--- src/rtl/serial_tx_pkg.sv ---
// serial_tx_pkg: shared FSM state type and default parameters for the serial transmitter.
package serial_tx_pkg;

    typedef enum logic [1:0] {
        IDLE  = 2'd0,
        START = 2'd1,
        DATA  = 2'd2,
        STOP  = 2'd3
    } state_t;

    localparam int CLKS_PER_BIT_DEF = 4;
    localparam int DATA_W_DEF       = 8;

endpackage

--- src/rtl/serial_tx_bit_timer.sv ---
// bit_timer: counts enabled cycles within one serial bit and pulses bit_done
// on the last cycle of each bit. Cleared when a new frame is accepted.
module bit_timer #(
    parameter int CLKS_PER_BIT = 4
) (
    input  logic clk,
    input  logic reset,
    input  logic run,
    input  logic clr,
    output logic bit_done
);

    localparam int CW = $clog2(CLKS_PER_BIT);
    localparam logic [CW-1:0] LAST = CW'(CLKS_PER_BIT - 1);

    logic [CW-1:0] cnt;

    // bit_done is combinational so the FSM moves on the same edge the counter wraps
    assign bit_done = run && (cnt == LAST);

    // Bit-cycle counter: wraps from CLKS_PER_BIT-1 to 0, frozen when not running
    always_ff @(posedge clk or posedge reset) begin
        if (reset)
            cnt <= '0;
        else if (clr)
            cnt <= '0;
        else if (run)
            cnt <= (cnt == LAST) ? '0 : cnt + 1'b1;
    end

endmodule

--- src/rtl/serial_tx.sv ---
// serial_tx: start/data/stop serial transmitter, LSB first, txd idles high.
// One payload in flight at a time; en low freezes all state.
module serial_tx
    import serial_tx_pkg::*;
#(
    parameter int CLKS_PER_BIT = CLKS_PER_BIT_DEF,
    parameter int DATA_W       = DATA_W_DEF
) (
    input  logic              clk,
    input  logic              reset,
    input  logic              en,
    input  logic [DATA_W-1:0] data_in,
    input  logic              valid,
    output logic              ready,
    output logic              txd,
    output logic              busy
);

    localparam int IW = $clog2(DATA_W);
    localparam logic [IW-1:0] IDX_LAST = IW'(DATA_W - 1);

    state_t            state;
    logic [IW-1:0]     idx;
    logic [DATA_W-1:0] shreg;
    logic              accept;
    logic              bit_done;

    // ready is forced low during reset even though state already reads IDLE
    assign ready  = (state == IDLE) && en && !reset;
    assign accept = valid && ready;

    bit_timer #(.CLKS_PER_BIT(CLKS_PER_BIT)) u_timer (
        .clk      (clk),
        .reset    (reset),
        .run      (en && (state != IDLE)),
        .clr      (accept),
        .bit_done (bit_done)
    );

    // Frame sequencer: txd, busy, shift register and bit index are all registered here
    always_ff @(posedge clk or posedge reset) begin
        if (reset) begin
            state <= IDLE;
            txd   <= 1'b1;
            busy  <= 1'b0;
            idx   <= '0;
            shreg <= '0;
        end else if (en) begin
            case (state)
                IDLE: begin
                    if (accept) begin
                        shreg <= data_in;
                        txd   <= 1'b0;
                        busy  <= 1'b1;
                        state <= START;
                    end
                end
                START: begin
                    if (bit_done) begin
                        txd   <= shreg[0];
                        shreg <= shreg >> 1;
                        idx   <= '0;
                        state <= DATA;
                    end
                end
                DATA: begin
                    if (bit_done) begin
                        if (idx == IDX_LAST) begin
                            txd   <= 1'b1;
                            idx   <= '0;
                            state <= STOP;
                        end else begin
                            txd   <= shreg[0];
                            shreg <= shreg >> 1;
                            idx   <= idx + 1'b1;
                        end
                    end
                end
                STOP: begin
                    if (bit_done) begin
                        busy  <= 1'b0;
                        state <= IDLE;
                    end
                end
                default: state <= IDLE;
            endcase
        end
    end

endmodule

--- config.mk ---
export PLATFORM = sky130hd
export DESIGN_NAME = serial_tx
export DESIGN_NICKNAME = d
export VERILOG_FILES = /design/src/rtl/serial_tx_pkg.sv /design/src/rtl/serial_tx_bit_timer.sv /design/src/rtl/serial_tx.sv
export SDC_FILE = /design/constraint.sdc
export NUM_CORES = 1
export LEC_CHECK = 0
export CAP_MARGIN = 10
export CORE_MARGIN = 2
export CORE_UTILIZATION = 50
export CTS_BUF_LIST = sky130_fd_sc_hd__clkbuf_16
export CTS_CLUSTER_SIZE = 16
export DETAILED_ROUTE_END_ITERATION = 7
export GPL_TIMING_DRIVEN = 0
export PLACE_DENSITY = 0.74
export SYNTH_ARGS = -nofsm -noshare
export SYNTH_HDL_FRONTEND = slang
export SYNTH_HIERARCHICAL = 1
export SYNTH_SLANG_ARGS = --single-unit
--- constraint.sdc ---
create_clock -name clk -period 5.6 [get_ports clk]
set_input_delay 1.4 -clock clk [delete_from_list [all_inputs] [get_ports clk]]
set_output_delay 1.4 -clock clk [all_outputs]
set_load 0.02 [all_outputs]
==> qor_table.md, run 1 <==
| Quantity | Reported | Unit |
| --- | --- | --- |
| Beginning of the worst hold path | idx[1] | - |
| Crit path launch type | input pin | - |
| MaxCap Viol Count | 0 | - |
| Residual overflow from global routing | 0 | - |
| Setup slack after placement | 1.42 | ns |
| H-tree depth | 1 | - |
| Reg2Reg Depth | 8 | - |
| CTS hold repair buffers | 0 | - |
| Netlist Area Pre-Place | 1040 | µm² |
| Number of antenna violations at the first check in global routing | 0 | - |
| Data arrival at the endpoint of the critical path | 2.80 | ns |
| Crit Reg-Reg Startpoint | state[0] | - |
| Kind of critical path | input pin to primary output | - |
| Type of the worst min-delay path | register to register | - |
| Sinks on the clock net | 17 | - |
| Slowest stage delay, CP | 0.60 | ns |
| Flop2flop setup slack | 2.98 | ns |
| Routed wire length per instance | 13.4 | µm |
| Sequential element share of the synthesized area | 41.1 | % |
| TritonCTS Buffers | 3 | - |
| Final hold violations | 0 | - |
| Vias post-DR | 769 | - |
| Setup repair after global routing missed its margin | false | - |
| Length of the first detailed-routing pass in iterations | 4 | - |
| Top cell by count, worst path | sky130_fd_sc_hd__clkdlybuf4s50_1 | - |
| Critical Path Sink Type | primary output | - |
| Maximum clock path buffer count | 2 | - |
| First DRT Iteration DRCs | 13 | - |
| Worst path required time | 4.20 | ns |
| Highest fanout seen on the critical path | 7 | - |
| Number of antenna repair diodes | 0 | - |
| Cell Count, Final, Fillers Out | 145 | - |
| Count of endpoints failing setup in the final report | 0 | - |
| Clock transition time at the flip-flop clock pins of the worst setup and hold paths | 0.05 | ns |
| Number of nets produced by synthesis | 121 | - |
| Number of cells on the worst hold path | 2 | - |
| Final estimated routing congestion in global placement | 0.731 | - |
| Final cell area excluding filler cells | 1290 | µm² |
| Top achievable clock speed | 0.238 | GHz |
| Layout overhead on the synthesized area | 24.3 | % |
| Final total negative setup slack | 0 | ns |
| Instance area after placement | 1210 | µm² |
| Tightest hold margin | 0.476 | ns |
| Max-slew headroom | 60.9 | % |
| # Post-CTS Setup Buffers | 0 | - |
| Crit Reg-Reg Endpoint | shreg[7] | - |
| Die Y-Extent | 49.6 | µm |
| Actual slew at the worst max-slew pin | 0.586 | ns |
| Vias per inst | 5.30 | - |
| Aggregate global-route resource usage | 18.5 | % |
| Cell count after placement | 141 | - |
| Worst-Skew Late Latency | 0.25 | ns |
| Vias in the first global route | 826 | - |
| Overall power of the completed layout | 0.711 | mW |
| Area of the core | 1960 | µm² |
| Commonest non-fill, non-tap cell in the layout | sky130_fd_sc_hd__dfrtp_1 | - |
| Post-detailed-route DRC marker count | 0 | - |
| Critical-path cell with the highest stage delay | sky130_fd_sc_hd__clkdlybuf4s50_1 | - |
| Net count reported at finish | 140 | - |
| FF/Latch Area | 427 | µm² |
| Min cycle time layout | 4.20 | ns |
| Area of the die | 2460 | µm² |
| Fin worst setup slack | 1.40 | ns |
| Synth Register Bits | 17 | - |
| Post-cts sizing count | 0 | - |
| Commonest cells after routing, fill and taps aside | sky130_fd_sc_hd__dfrtp_1, sky130_fd_sc_hd__clkdlybuf4s50_1, sky130_fd_sc_hd__nand2_1 | - |
| Library cells used by synthesis | 31 | - |
| Final Skew | 0.00165 | ns |
| Startpoint of the worst setup timing path | en | - |
| Ratio of cells with drive above 1 in the final layout | 12.7 | % |
| TritonCTS clock tree | done | - |
| Share of the cycle needed by the critical path after routing | 75.1 | % |
| Number of placed I/O pins | 15 | - |
| Hpwl dp | 1.40 | mm |
| Fraction of the core area covered by cells at the end of the flow | 65.8 | % |
| Multi-input combinational cell area | 562 | µm² |
| Crit-path cells | clkdlybuf4s50_1, nand2_1, nor2_1, clkdlybuf4s50_1 | - |
| Standard-cell row count | 16 | - |
| Status | completed | - |
| Peak VDD IR | 0.000305 | V |
| Static leakage | 0.602 | nW |
| Starting density of the core | 52.9 | % |
| Total number of yosys warnings | 6 | - |
| Width of the chip | 49.6 | µm |
| Wire length of the first global-routing pass | 3.51 | mm |
| Total of buffers placed on input and output ports | 14 | - |
| Fill cells | 176 | - |
| Antenna viol nets, final | 0 | - |
| Slew Limit Fails | 0 | - |
| Root Buffer | sky130_fd_sc_hd__clkbuf_16 | - |
| Cells after synthesis | 100 | - |
| Largest net degree at the start of global routing | 16 | - |
| Hold worst-path end | idx[1] | - |
| Power per cell area | 550 | nW/µm² |
| Total routed wirelength | 1.95 | mm |
| Mean instance size in the synthesized netlist | 10.4 | µm² |
[cell usage after synthesis]
master / number / area (µm²)
sky130_fd_sc_hd__buf_6: 2 / 22.5
sky130_fd_sc_hd__mux2_4: 1 / 15.0
sky130_fd_sc_hd__nand2b_1: 3 / 18.8
sky130_fd_sc_hd__o32a_1: 1 / 10.0
sky130_fd_sc_hd__dfrtp_1: 16 / 400
sky130_fd_sc_hd__o21ba_2: 1 / 10.0
sky130_fd_sc_hd__a31oi_2: 1 / 12.5
sky130_fd_sc_hd__or3b_1: 1 / 8.76
sky130_fd_sc_hd__nor2b_1: 2 / 12.5
sky130_fd_sc_hd__and3_1: 1 / 6.26
sky130_fd_sc_hd__and2_1: 1 / 6.26
sky130_fd_sc_hd__a21oi_1: 7 / 35.0
sky130_fd_sc_hd__nand3b_1: 1 / 7.51
sky130_fd_sc_hd__and4b_1: 1 / 10.0
sky130_fd_sc_hd__a21oi_2: 2 / 17.5
sky130_fd_sc_hd__dfstp_2: 1 / 26.3
sky130_fd_sc_hd__mux2i_1: 8 / 80.1
sky130_fd_sc_hd__nor2_1: 4 / 15.0
sky130_fd_sc_hd__a31oi_1: 6 / 37.5
sky130_fd_sc_hd__nand2_1: 10 / 37.5
sky130_fd_sc_hd__o31ai_1: 1 / 7.51
sky130_fd_sc_hd__o21bai_1: 1 / 7.51
sky130_fd_sc_hd__o21ai_0: 2 / 10.0
sky130_fd_sc_hd__nand2_2: 1 / 6.26
sky130_fd_sc_hd__nand3_1: 6 / 30.0
sky130_fd_sc_hd__a22o_1: 1 / 8.76
sky130_fd_sc_hd__a2111oi_4: 1 / 27.5
sky130_fd_sc_hd__inv_1: 6 / 22.5
sky130_fd_sc_hd__ha_1: 9 / 113
sky130_fd_sc_hd__mux2_2: 1 / 11.3
sky130_fd_sc_hd__buf_2: 1 / 5.00
[worst max-delay path, delay by kind of cell]
family	cells	cell delay, ns
buffers and inverters	2	1.20
and+or+nand+nor	2	0.20
[area by class of cell]
cell class                 count  area share [%]
multi-input combinational     74            43.5
sequential                    17            33.0
timing repair buffer          14            10.9
clock buffer                   3            5.81
tap                           27            2.62
buffer                         3            2.13
inverter                       6            1.74
clock inverter                 1           0.291
[how the worst max path moves through the flow]
stage | end | slack [ns] | depth (start not counted)
2_1_floorplan | ready | 2.46 | 2
3_3_place_gp | ready | 1.42 | 4
3_5_place_dp | ready | 1.42 | 4
4_1_cts | ready | 1.40 | 4
5_1_grt | ready | 1.30 | 4
6_report | ready | 1.40 | 4
[report_power, final]
group / switching, mW / leakage [nW] / total [mW] / internal (mW)
Sequential: 0.0390 / 0.197 / 0.219 / 0.180
Clock: 0.0450 / 0.0423 / 0.140 / 0.0947
Combinational: 0.183 / 0.362 / 0.352 / 0.170
[per-layer routing]
metal,track usage [%],wire (µm),share of wire (%)
met1,20.6,881,45
met2,34.0,945,49
met3,4.85,94,4.8
met4,5.56,25,1.3
met5,0,0,0
[registers in the layout, summed over array words and instances (netlist names)]
register     flops
txd              1
idx              3
u_timer/cnt      2
busy             1
state            2
shreg            8
[logic make-up after synthesis]
logic type / Yosys count / synth area share (%)
AOI/OAI and AO/OA: 24 / 17.7
muxes: 10 / 10.2
and+or+nand+nor: 31 / 15.3
buffers and inverters: 9 / 4.82
adders and majority gates: 9 / 10.8
DFF: 17 / 41.1
(Power assumes the default switching activity.)
==> run 2: changes to the inputs <==
CORE_UTILIZATION = 47   (was 50)
PLACE_DENSITY = 0.73   (was 0.74)
clock period = 3.6 ns   (was 5.6 ns; I/O delays follow)
==> run 2 against run 1 <==
Compared with the run above:
- non-clock buffer count did not move
- highest routed layer unchanged
- clock power rose by 61%
- die area rose by 5.9%
- sequential share of layout area fell by 0.064 points
- largest cell class unchanged
==> qor_table.md, run 2 (synthesis results as in run 1) <==
| Quantity | Reported | Unit |
| --- | --- | --- |
| Flop2flop setup slack | 1.00 | ns |
| Sinks on the clock net | 17 | - |
| Width of the chip | 51.0 | µm |
| Final hold violations | 0 | - |
| Starting density of the core | 48.3 | % |
| Layout overhead on the synthesized area | 24.6 | % |
| MaxCap Viol Count | 0 | - |
| Final Skew | 0.00251 | ns |
| CTS hold repair buffers | 0 | - |
| First DRT Iteration DRCs | 14 | - |
| Net count reported at finish | 140 | - |
| Worst-Skew Late Latency | 0.25 | ns |
| Share of the cycle needed by the critical path after routing | 88.7 | % |
| Post-cts sizing count | 0 | - |
| Standard-cell row count | 17 | - |
| Area of the die | 2600 | µm² |
| Max FFs per register | 8 | - |
| Static leakage | 0.600 | nW |
| Status | completed | - |
| Maximum clock path buffer count | 2 | - |
| Actual slew at the worst max-slew pin | 0.593 | ns |
| Peak VDD IR | 0.000434 | V |
| # Post-CTS Setup Buffers | 0 | - |
| Count of endpoints failing setup in the final report | 0 | - |
| Root Buffer | sky130_fd_sc_hd__clkbuf_16 | - |
| Number of placed I/O pins | 15 | - |
| Length of the first detailed-routing pass in iterations | 4 | - |
| Top register by number of flip-flops | shreg | - |
| Die Y-Extent | 51.0 | µm |
| Slowest stage delay, CP | 0.60 | ns |
| Wire length of the first global-routing pass | 3.39 | mm |
| Final total negative setup slack | 0 | ns |
| TritonCTS clock tree | done | - |
| Number of antenna violations at the first check in global routing | 0 | - |
| Vias per inst | 5.38 | - |
| Ratio of cells with drive above 1 in the final layout | 13.6 | % |
| Post-detailed-route DRC marker count | 0 | - |
| Vias in the first global route | 767 | - |
| Antenna viol nets, final | 0 | - |
| Top achievable clock speed | 0.313 | GHz |
| Setup repair after global routing missed its margin | false | - |
| Clock transition time at the flip-flop clock pins of the worst setup and hold paths | 0.05 | ns |
| Crit Reg-Reg Endpoint | shreg[7] | - |
| Worst path required time | 2.70 | ns |
| Biggest regs | shreg x8, idx x3 | - |
| Critical Path Sink Type | primary output | - |
| Crit Reg-Reg Startpoint | state[0] | - |
| Multi-input combinational cell area | 562 | µm² |
| Commonest non-fill, non-tap cell in the layout | sky130_fd_sc_hd__dfrtp_1 | - |
| Bufs and invs on worst path | 2 | - |
| Aggregate global-route resource usage | 17.9 | % |
| Min cycle time layout | 3.19 | ns |
| Reg2Reg Depth | 8 | - |
| Crit-path cells | clkdlybuf4s50_1, nand2_1, nor2_1, clkdlybuf4s50_1 | - |
| Data arrival at the endpoint of the critical path | 2.29 | ns |
| Number of antenna repair diodes | 0 | - |
| Count of cell instances traversed by the critical path | 4 | - |
| Tightest hold margin | 0.488 | ns |
| Kind of cell with the highest combined delay on the critical path | buffers and inverters | - |
| Vias post-DR | 786 | - |
| Slew Limit Fails | 0 | - |
| Fill cells | 179 | - |
| Highest fanout seen on the critical path | 7 | - |
| Total of buffers placed on input and output ports | 14 | - |
| Residual overflow from global routing | 0 | - |
| Crit path launch type | input pin | - |
| Final estimated routing congestion in global placement | 0.800 | - |
| H-tree depth | 1 | - |
| Startpoint of the worst setup timing path | en | - |
| Top cell by count, worst path | sky130_fd_sc_hd__clkdlybuf4s50_1 | - |
| Area of the core | 2150 | µm² |
| CP Capture Point | ready | - |
| Type of the worst min-delay path | register to register | - |
| Total routed wirelength | 1.96 | mm |
| Max-slew headroom | 60.4 | % |
| Kind of critical path | input pin to primary output | - |
| Commonest cells after routing, fill and taps aside | sky130_fd_sc_hd__dfrtp_1, sky130_fd_sc_hd__clkdlybuf4s50_1, sky130_fd_sc_hd__nand2_1 | - |
| Largest net degree at the start of global routing | 16 | - |
| Critical-path cell with the highest stage delay | sky130_fd_sc_hd__clkdlybuf4s50_1 | - |
| FF/Latch Area | 427 | µm² |
| Hpwl dp | 1.42 | mm |
| Routed wire length per instance | 13.4 | µm |
| Power per cell area | 857 | nW/µm² |
| TritonCTS Buffers | 3 | - |
[run 2: cell types whose count changed in the layout (fill, tap and decap cells not counted), sizes merged]
cell,delta
inv,-1
clkinv,+1
[run 2: how the worst min path moves through the flow]
stage	startpoint	to	slack [ns]	cells after the start
2_1_floorplan	idx[1]	idx[1]	0.44	2
3_3_place_gp	idx[1]	idx[1]	0.46	2
3_5_place_dp	idx[2]	idx[2]	0.47	2
4_1_cts	idx[1]	idx[1]	0.49	2
5_1_grt	idx[1]	idx[1]	0.51	2
6_report	idx[1]	idx[1]	0.49	2
[run 2: cell type report]
type                    count  share of cell area (%)
multi-input cells          74                    43.4
flip-flops and latches     17                    33.0
repair buffers             14                    10.8
clock buffers               3                    5.80
well taps                  28                    2.71
plain buffers               3                    2.13
inverters                   6                    1.74
clock inverters             1                   0.387
[run 2: power breakdown]
group | leakage [nW] | internal, mW | switching [mW]
Clock | 0.0409 | 0.149 | 0.0758
Sequential | 0.197 | 0.279 | 0.0585
Combinational | 0.362 | 0.263 | 0.284
Total | 0.600 | 0.691 | 0.418
[run 2: tightest hold or removal path: cells and delay by family, from the launching register on]
kind | cells | cell delay (ns)
and+or+nand+nor | 2 | 0.11
DFF | 1 | 0.35
[run 2: through the flow]
step / cells / utilization [%] / power (mW) / worst slack (ns) / cell area, µm²
after floorplan: 100 / - / 0.767 / 1.10 / 1040
after global placement: 142 / 56.5 / 0.867 / 0.231 / 1210
final: 146 / 60.2 / 1.11 / 0.408 / 1290
after global routing: 146 / 60.2 / 1.20 / 0.244 / 1290
after CTS: 146 / 60.2 / 1.12 / 0.405 / 1290
after detailed placement: 142 / 56.5 / 0.890 / 0.213 / 1210
[run 2: layer usage]
| layer | GRT usage [%] | vias up | routed length, µm |
|---|---|---|---|
| li1 | - | 394 | - |
| met4 | 10.8 | 0 | 45 |
| met3 | 3.22 | 5 | 87 |
| met1 | 21.0 | 369 | 841 |
| met2 | 30.1 | 18 | 987 |
| met5 | 0 | - | 0 |
==> patch: new RTL, flow settings as in run 2 <==
The package constant `DATA_W_DEF` goes from 8 to 4.
--- a/src/rtl/serial_tx_pkg.sv
+++ b/src/rtl/serial_tx_pkg.sv
@@ -9,7 +9,7 @@
     } state_t;
 
     localparam int CLKS_PER_BIT_DEF = 4;
-    localparam int DATA_W_DEF       = 8;
+    localparam int DATA_W_DEF       = 4;
 
 endpackage
 
Interface: changed (resized data_in); port bits go from 15 to 11. No check against the original RTL was run, so the function may have changed too.
==> patch against run 2 <==
Non-clock buffer count is 6 lower; sequential cell count is 5 lower; clock power is 9.8% lower; global-route usage is 1.2 points lower; critical path depth stayed put; via count is 26% lower; fmax is 2.3% higher; clock skew is 0.63 ps higher; routed wire length is 34% lower; synthesized area is 27% lower; register-to-register slack better by 40 ps; final area is 26% lower; total power is 25% lower; worst setup slack better by 72 ps; largest power group unchanged; highest routed layer unchanged.
==> patch: results (changes against run 2) <==
The weighted congestion reported at the end of routability-driven placement came out at 0.708 (was 0.800). The remaining max-slew budget at the tightest pin came to 62.2% (was 60.4%). Run status: complete, no violations (unchanged). The final routed wire length divided by cell count is 12.3 um (was 13.4 um). The H-tree level count came to 1 (unchanged). The post-CTS setup-driven buffer insertion count came out at 0 (unchanged). The leakage power total came to 0.000435 uW (was 0.000600 uW).

The post-cts sizing count came out at 0 (unchanged). The count of input and output buffers is 10 (was 14). The count of distinct cell types in the synthesized netlist was 31 (unchanged). The pin count of the biggest net entering global routing came out at 11 (was 16). The number of global-route vias before repair came out at 571 (was 767). The class of the tightest hold or removal check is flip-flop to flip-flop (unchanged). The global-route usage over all layers came to 16.6% (was 17.9%). The number of buffers created by CTS came out at 3 (unchanged). The HPWL reported at the end of detailed placement is 996 um (was 1420 um). Top cells by instance count after synthesis: sky130_fd_sc_hd__dfrtp_1 (11), sky130_fd_sc_hd__ha_1 (7), sky130_fd_sc_hd__inv_1 (7), sky130_fd_sc_hd__nor2_1 (7), sky130_fd_sc_hd__nand2_1 (6) (was sky130_fd_sc_hd__dfrtp_1 (16), sky130_fd_sc_hd__nand2_1 (10), sky130_fd_sc_hd__ha_1 (9)). The data arrival time of the critical path is 2220 ps (was 2290 ps). The worst supply voltage drop on vdd came to 0.000561 V (was 0.000434 V). The total nets after synthesis came to 90 (was 121). The starting DRC count in detailed routing came out at 7 (was 14). Synth top area cells: sky130_fd_sc_hd__dfrtp_1 (36%), sky130_fd_sc_hd__ha_1 (12%), sky130_fd_sc_hd__mux2i_1 (5.3%) (was sky130_fd_sc_hd__dfrtp_1 (39%), sky130_fd_sc_hd__ha_1 (11%), sky130_fd_sc_hd__mux2i_1 (7.7%)). The maximum fanout encountered on the critical timing path is 4 (was 7). The clock latency on the worst-skew pair is 240 ps. The number of antenna violations at the first check in global routing was 0 (unchanged). The internal power of the cells is 526 uW (was 691 uW). The proportion of layout cells with a drive suffix above 1 is 11.2% (was 13.6%). The number of warnings printed during yosys synthesis came out at 6 (unchanged). The detail-routed via count per cell is 5.50 (was 5.38). The number of fill cells in the layout is 121 (was 179).

The number of nets at the end of the flow came to 105 (was 140). The ratio of final minimum period to clock period is 86.7% (was 88.7%). The worst-case clock buffer depth came out at 2 (unchanged). The part of the Yosys area used for sequential elements was 39.8% (was 41.1%). The final antenna diode count came out at 0 (unchanged).

The first-pass GRT wire length is 2320 um (was 3390 um). The largest register by flop count was shreg (unchanged). Clock-pin slew was measured on the worst setup and hold paths at 40 ps. The clock skew came to 3.14 ps (was 2.51 ps). The flip-flop count of the largest register after layout came out at 4 (was 8).
-- patch: cell families after synthesis --
family          Yosys count  synth area share (%)
simple gates             23                  15.7
mux                       6                  8.76
fa+ha+maj                 7                  11.6
compound gates           19                  20.2
flops                    12                  39.8
buf+inv                   8                  3.97
-- patch: layout make-up --
cell class	instances	area, sq um	area share (%)
multi-input combinational	55	425	44.5
sequential	12	302	31.5
timing repair buffer	10	100	10.5
clock buffer	3	75.1	7.85
inverter	7	26.3	2.75
tap	16	20.0	2.09
clock inverter	1	3.75	0.393
buffer	1	3.75	0.393
-- patch: final timing paths --
check                                     start                         end  slack [ps]  depth (start not counted)
setup / recovery                             en                       ready         480                          4
min in group asynchronous                 reset  u_timer/cnt[0]$_DFFE_PP0P_         910                          2
setup reg to reg           state[0]$_DFFE_PP0P_        shreg[3]$_DFFE_PP0P_        1040                          8
hold / removal                  txd$_DFFE_PP1P_             txd$_DFFE_PP1P_         470                          2
max in group asynchronous                 reset             txd$_DFFE_PP1P_        2230                          2
hold reg to reg                 txd$_DFFE_PP1P_             txd$_DFFE_PP1P_         470                          2
-- patch: routing by layer --
layer	vias to the layer above	wire length, um	global-route usage (%)
li1	293	-	-
met1	275	621	21.2
met3	4	45	4.90
met2	6	605	25.3
met5	-	0	0
met4	0	21	9.09
-- patch: worst max-delay path, cell delays in order --
cell and delay [ps]:
sky130_fd_sc_hd__clkdlybuf4s50_1 530, sky130_fd_sc_hd__nand2_1 90, sky130_fd_sc_hd__nor2_1 100, sky130_fd_sc_hd__clkdlybuf4s50_1 610
-- patch: power groups by stage --
stage,registers (uW),clock network [uW],logic [uW]
2_1_floorplan,241,0,301
3_3_place_gp,238,0,373
3_5_place_dp,242,0,385
4_1_cts,241,207,389
5_1_grt,247,214,438
6_report,239,203,384
-- patch: metrics by stage --
stage                     util (%)  setup slack [ps]  hold WS (ps)  instance area (sq um)  cells
final                         63.5               480           472                    956    105
after global routing          63.5               357           499                    956    105
after CTS                     63.5               477           476                    956    105
after detailed placement      58.2               301           469                    877    101
after global placement        58.2               320           460                    877    101
after floorplan                  -              1070           455                    757     75
